File: config.mk
export PLATFORM = sky130hd
export DESIGN_NAME = lsu_ctrl
export DESIGN_NICKNAME = d
export VERILOG_FILES = /design/src/rtl/lsu_ctrl_pkg.sv /design/src/rtl/lsu_load_align.sv /design/src/rtl/lsu_ctrl.sv
export SDC_FILE = /design/constraint.sdc
export NUM_CORES = 1
export LEC_CHECK = 0
export CAP_MARGIN = 30
export CORE_UTILIZATION = 40
export DETAILED_ROUTE_END_ITERATION = 8
export GPL_TIMING_DRIVEN = 0
export PLACE_DENSITY = 0.88
export SLEW_MARGIN = 20
export SYNTH_ARGS = -nofsm -noshare
export SYNTH_HDL_FRONTEND = slang
export SYNTH_SLANG_ARGS = --single-unit
export TNS_END_PERCENT = 10
File: constraint.sdc
create_clock -name clk -period 3.2 [get_ports clk]
set_input_delay 0.48 -clock clk [delete_from_list [all_inputs] [get_ports clk]]
set_output_delay 0.48 -clock clk [all_outputs]
set_load 0.05 [all_outputs]
File: src/rtl/lsu_ctrl_pkg.sv
`default_nettype none
// ============================================================================
// Module      : lsu_ctrl_pkg
// Description : Shared constants and types for the load/store unit controller:
//               memory op codes, funct3 codes, fault codes, FSM states.
// Revision    : 1.0 - initial release
// ============================================================================
package lsu_ctrl_pkg;

  // Memory op codes (op[2] = 0 means write)
  localparam logic [2:0] c_op_lw   = 3'b110;
  localparam logic [2:0] c_op_idle = 3'b111;

  // RISC-V load funct3 codes
  localparam logic [2:0] c_f3_b  = 3'b000;
  localparam logic [2:0] c_f3_h  = 3'b001;
  localparam logic [2:0] c_f3_w  = 3'b010;
  localparam logic [2:0] c_f3_bu = 3'b100;
  localparam logic [2:0] c_f3_hu = 3'b101;

  // Response fault codes
  localparam logic [1:0] c_fault_ok         = 2'b00;
  localparam logic [1:0] c_fault_misaligned = 2'b01;
  localparam logic [1:0] c_fault_range      = 2'b10;
  localparam logic [1:0] c_fault_illegal    = 2'b11;

  typedef enum logic [1:0] {
    ST_IDLE   = 2'd0,
    ST_RESP   = 2'd1,
    ST_SPLIT1 = 2'd2,
    ST_SPLIT2 = 2'd3
  } lsu_state_t;

  // Access size minus one, from the low two funct3 bits (0, 1 or 3 bytes)
  function automatic logic [1:0] size_m1(input logic [2:0] funct3);
    case (funct3[1:0])
      2'b00:   return 2'd0;
      2'b01:   return 2'd1;
      default: return 2'd3;
    endcase
  endfunction

endpackage
`default_nettype wire

File: src/rtl/lsu_load_align.sv
`default_nettype none
// ============================================================================
// Module      : lsu_load_align
// Description : Shifts a 64-bit little-endian load window down by the byte
//               offset and sign/zero-extends according to funct3.
// Revision    : 1.0 - initial release
// ============================================================================
module lsu_load_align
  import lsu_ctrl_pkg::*;
(
  input  logic [63:0] window,
  input  logic [1:0]  offset,
  input  logic [2:0]  funct3,
  output logic [31:0] data
);

  logic [31:0] w_low;

  // Only the low word of the shifted window can ever hold the loaded value
  assign w_low = 32'(window >> {offset, 3'b000});

  // Extension of the selected bytes
  always_comb begin
    data = w_low;
    case (funct3)
      c_f3_b:  data = {{24{w_low[7]}}, w_low[7:0]};
      c_f3_h:  data = {{16{w_low[15]}}, w_low[15:0]};
      c_f3_w:  data = w_low;
      c_f3_bu: data = {24'b0, w_low[7:0]};
      c_f3_hu: data = {16'b0, w_low[15:0]};
      default: data = w_low;
    endcase
  end

endmodule
`default_nettype wire

File: src/rtl/lsu_ctrl.sv
`default_nettype none
// ============================================================================
// Module      : lsu_ctrl
// Description : MEM-stage load/store initiator. One request at a time,
//               fault checking, word-crossing loads split into two reads.
// Revision    : 1.0 - initial release
// ============================================================================
module lsu_ctrl
  import lsu_ctrl_pkg::*;
#(
  parameter int ADDR_W   = 11,
  parameter int SPLIT_EN = 1
)
(
  input  logic              clk,
  input  logic              nrst,
  input  logic              req_valid,
  output logic              req_ready,
  input  logic              req_we,
  input  logic [2:0]        req_funct3,
  input  logic [31:0]       req_addr,
  input  logic [31:0]       req_wdata,
  output logic              rsp_valid,
  output logic [31:0]       rsp_rdata,
  output logic [1:0]        rsp_fault,
  output logic              mem_stall,
  output logic [2:0]        mem_op,
  output logic [ADDR_W-1:0] mem_addr,
  output logic [31:0]       mem_wdata,
  input  logic [31:0]       mem_rdata
);

  lsu_state_t        r_state;
  logic [31:0]       r_lo_buf;
  logic [2:0]        r_funct3;
  logic [1:0]        r_offset;
  logic              r_we;
  logic [ADDR_W-3:0] r_word;

  logic [1:0]        w_size_m1;
  logic [ADDR_W:0]   w_end;
  logic              w_illegal;
  logic              w_range;
  logic              w_cross;
  logic              w_store_mis;
  logic              w_misalign;
  logic [1:0]        w_fault;
  logic              w_accept;
  logic              w_issue;
  logic [ADDR_W-3:0] w_word_next;
  logic [63:0]       w_window;
  logic [31:0]       w_aligned;

  assign req_ready = (r_state == ST_IDLE);
  assign w_accept  = req_valid & req_ready;

  // Request classification, evaluated in the acceptance cycle
  assign w_size_m1   = size_m1(req_funct3);
  assign w_illegal   = req_we ? (req_funct3 >= 3'b011)
                              : (req_funct3 == 3'b011 || req_funct3 == 3'b110 || req_funct3 == 3'b111);
  assign w_end       = {1'b0, req_addr[ADDR_W-1:0]} + {{(ADDR_W-1){1'b0}}, w_size_m1};
  assign w_range     = w_end[ADDR_W] | (|req_addr[31:ADDR_W]);
  // A load crosses a word boundary when its last byte lands in the next word
  assign w_cross     = !req_we && ((req_funct3[1:0] == 2'b01 && req_addr[1:0] == 2'd3) ||
                                   (req_funct3[1:0] == 2'b10 && req_addr[1:0] != 2'd0));
  assign w_store_mis = req_we && ((req_funct3[1:0] == 2'b01 && req_addr[0]) ||
                                  (req_funct3[1:0] == 2'b10 && req_addr[1:0] != 2'd0));
  assign w_misalign  = w_store_mis | (w_cross & (SPLIT_EN == 0));

  // Fault priority: illegal over range over misaligned
  always_comb begin
    w_fault = c_fault_ok;
    if (w_illegal)       w_fault = c_fault_illegal;
    else if (w_range)    w_fault = c_fault_range;
    else if (w_misalign) w_fault = c_fault_misaligned;
  end

  assign w_issue     = w_accept && (w_fault == c_fault_ok);
  assign w_word_next = r_word + {{(ADDR_W-3){1'b0}}, 1'b1};

  // Memory port: the request is issued combinationally on acceptance, the
  // second half of a split load in SPLIT1; otherwise the port sits idle
  always_comb begin
    mem_stall = 1'b1;
    mem_op    = c_op_idle;
    mem_addr  = '0;
    mem_wdata = '0;
    if (w_issue) begin
      mem_stall = 1'b0;
      if (req_we) begin
        mem_op    = {1'b0, req_funct3[1:0]};
        mem_addr  = req_addr[ADDR_W-1:0];
        mem_wdata = req_wdata;
      end else begin
        mem_op   = c_op_lw;
        mem_addr = {req_addr[ADDR_W-1:2], 2'b00};
      end
    end else if (r_state == ST_SPLIT1) begin
      mem_stall = 1'b0;
      mem_op    = c_op_lw;
      mem_addr  = {w_word_next, 2'b00};
    end
  end

  // Load window: the single read word, or both halves of a split load
  assign w_window = (r_state == ST_SPLIT2) ? {mem_rdata, r_lo_buf} : {32'b0, mem_rdata};

  lsu_load_align u_align (
    .window (w_window),
    .offset (r_offset),
    .funct3 (r_funct3),
    .data   (w_aligned)
  );

  assign rsp_rdata = (rsp_valid && !r_we && rsp_fault == c_fault_ok) ? w_aligned : 32'b0;

  // Control FSM with registered response valid and fault
  always_ff @(posedge clk or negedge nrst) begin
    if (!nrst) begin
      r_state   <= ST_IDLE;
      r_lo_buf  <= '0;
      r_funct3  <= '0;
      r_offset  <= '0;
      r_we      <= 1'b0;
      r_word    <= '0;
      rsp_valid <= 1'b0;
      rsp_fault <= c_fault_ok;
    end else begin
      case (r_state)
        ST_IDLE: begin
          rsp_valid <= 1'b0;
          if (w_accept) begin
            r_funct3  <= req_funct3;
            r_offset  <= req_addr[1:0];
            r_we      <= req_we;
            r_word    <= req_addr[ADDR_W-1:2];
            rsp_fault <= w_fault;
            if (w_issue && w_cross) begin
              r_state <= ST_SPLIT1;
            end else begin
              r_state   <= ST_RESP;
              rsp_valid <= 1'b1;
            end
          end
        end
        ST_RESP: begin
          rsp_valid <= 1'b0;
          rsp_fault <= c_fault_ok;
          r_state   <= ST_IDLE;
        end
        ST_SPLIT1: begin
          r_lo_buf  <= mem_rdata;
          rsp_valid <= 1'b1;
          r_state   <= ST_SPLIT2;
        end
        ST_SPLIT2: begin
          rsp_valid <= 1'b0;
          r_state   <= ST_IDLE;
        end
        default: begin
          rsp_valid <= 1'b0;
          r_state   <= ST_IDLE;
        end
      endcase
    end
  end

endmodule
`default_nettype wire

==> flow_summary.toml <==
[clocking]
path_clk_slew_ns = 0.11
clk_path_buf_depth = 2
cts_tree = "yes"
holdBufCountCts = 0
insertion_delay_ns = 0.32
cts_buffers = 5
cts_max_level = 2
root_buffer = "clkbuf_8"
cts_sinks = 52

[logic_synthesis]
synth.distinct_cells = 50
synth_xor_area_share_pct = 1.42
syn_inst = 499
avgSynthCellArea_um2 = 8.65
synth-compound-area-share_pct = 14.6
synth.area.top_cells = "dfrtp_1, nand2_1, mux4_2"
ys.flop_type = "dfrtp_1"
synth_top_area_share_pct = 30.2
synth_edf_count = 0
muxShareOfSynthArea_pct = 23.6
yosysTopAreaCell = "dfrtp_1"
synth_top_family_by_area = "multiplexers"
synth_fa_ha_area_share_pct = 0.580
ys_warn_count = 0
synth_area_um2 = 4310
synth-simple-area-share_pct = 23.3
yosysSeqAreaShare_pct = 30.2
ys_ff_latch = 52
synthesis.nets = 604
ys_async_sr_fraction_pct = 100

[pwr]
p_leak_nw = 2.87
powerDensity_nw_per_um2 = 294
total_power_mw = 1.86
ir_drop_mv = 0.255

[floorplan]
die_x_um = 106
core-area_um2 = 10400
rows = 37
die_h_um = 106
initial_utilization_pct = 41.6
io_pins = 186
dieArea_um2 = 11200

[timing]
slew_violations = 0
max_freq_ghz = 0.305
finalHoldViolCount = 0
rsz0062_at_grt = "yes"
fin_crit_ns = 3.28
fin_crit_sh_pct = 103
setup_viol = 3
finalClockSkew_ns = 0.0125
relSlewSlack_pct = 48.0
tns_ns = -0.230
setup_slack_ns = -0.0813
tightest_slew_ns = 0.772

[run_status]
run_status = "complete, but fails checks"
violations = "negative setup slack"

[route]
wl_mm = 16.1
drt_iter0_markers = 404
drc = 0
drt-pass1-iter-count = 6
wire_per_inst_um = 19.4
num_vias = 4807
drtAntennaViolNets = 0
routed_via_density = 5.79

[global_routing]
overflow = 0
grt_pass1_vias = 4847
grt_max_degree = 53
antenna_found_initial = 0
grtUsageTotal_pct = 28.3
grt_pass1_wl_mm = 24.9

[critical_path]
crit_type = "reg2out"
path_max_fanout = 10
worstPathCellList = "buf_2 -> and2_1 -> buf_6 -> mux2_4 -> o221ai_2 -> nand3_2 -> buf_2 -> o21ai_0 -> clkdlybuf4s15_1"
cp_slowest_stage_delay_ns = 0.53
crit_buf_inv = 4
path_delay_family = "buffers and inverters"
arrival_ns = 2.80
worstPathRequired_ns = 2.72
crit_slowest_cell = "clkdlybuf4s15_1"
cp-end-kind = "output pin"
crit_top_cell = "buf_2"
crit_path_start_kind = "flop"

[layout]
n_antenna_cell = 0
final_cell_mix = "nand2_1, clkdlybuf4s50_1, dfrtp_1, a21oi_1, mux2i_1"
drive_gt1_share_pct = 24.4
final_cells = 830
finalNetCount = 798
area_growth_pct = 46.9
final_common_cell = "nand2_1"

[placed_design]
io_buffers = 183
dp.cells = 818
place_congestion = 0.982
dp_slack_ns = -0.793
dp_hpwl_mm = 12.3

[job]
drv_cap = 0

[hold_path]
hold_path_class = "in2async"
==> final cells by class <==
cell class	count	area (um2)
repair buffers	187	1680
clock inverters	3	26.3
well taps	136	170
multi-input cells	396	2800
inverters	4	15.0
fillers	941	4030
plain buffers	47	273
clock buffers	5	68.8
flip-flops and latches	52	1300
==> Yosys cell counts (2+ instances only) <==
cell type,instances
nor2b_1,4
a22o_1,9
a21o_1,2
xnor2_1,3
xor2_1,4
nand3b_1,8
mux2i_1,36
o21ai_0,35
buf_1,2
and2_1,2
a21oi_1,44
nand3_1,7
nor3_1,4
nor2_1,7
and3_1,36
buf_4,4
buf_6,7
nand2_1,127
nand4_1,2
dfrtp_1,52
buf_2,12
clkbuf_1,22
ha_1,2
inv_1,4
mux2_2,15
mux4_2,21
nor4_1,5
==> per-stage QoR <==
| stage | instance area [um2] | hold WS, ns | utilization (%) |
|---|---|---|---|
| after detailed placement | 6310 | 0.466 | 60.9 |
| after CTS | 6410 | 0.210 | 61.8 |
| after global routing | 6340 | 0.225 | 61.1 |
| after global placement | 6320 | 0.455 | 60.9 |
| final | 6340 | 0.184 | 61.1 |
| after floorplan | 4310 | 0.184 | - |
==> cells by family (layout without fill, tap and decap cells) <==
| kind of cell | after synthesis | after routing |
|---|---|---|
| compound gates | 104 | 104 |
| xor+xnor | 7 | 7 |
| fa+ha+maj | 2 | 2 |
| buf+inv | 51 | 246 |
| flops | 52 | 52 |
| mux | 73 | 73 |
| simple gates | 210 | 210 |
==> what timing repair did <==
action / in CTS / in global routing
endpoints found under the setup margin: 79 / 77
pin swaps: 10 / 5
setup buffers: 2 / 0
endpoints found under the hold margin: 0 / 0
gates cloned: 2 / 0
resized for setup: 353 / 94
==> report_power, final <==
part           leakage (nW)  switching [mW]  internal [mW]
clock                0.0423           0.240          0.160
sequential            0.520          0.0342          0.689
combinational          2.31           0.400          0.337
==> worst paths after layout <==
kind	slack [ns]	to	from	depth (start not counted)
min reg2reg	0.48	r_lo_buf[6]	r_lo_buf[6]	2
max	-0.08	rsp_rdata[10]	r_state[0]	9
max in group asynchronous	2.57	r_lo_buf[3]	nrst	1
min in group clk	0.44	r_funct3[0]	req_funct3[0]	2
max reg2reg	1.24	r_word[5]	r_state[1]	4
min	0.18	r_lo_buf[23]	nrst	1
==> sequential cells by signal, indices dropped and copies added, names as in the netlist <==
name       count
r_offset       2
rsp_fault      2
rsp_valid      1
r_word         9
r_state        2
r_funct3       3
r_we           1
r_lo_buf      32
==> routing by layer <==
layer / GRT usage, % / up-vias / wire [um]
met3: 3.96 / 62 / 1060
met2: 47.5 / 261 / 8040
met4: 11.4 / 0 / 576
li1: - / 2174 / -
met1: 36.5 / 2310 / 6460
met5: 0 / - / 0
Power figures use the tool's default switching activity.
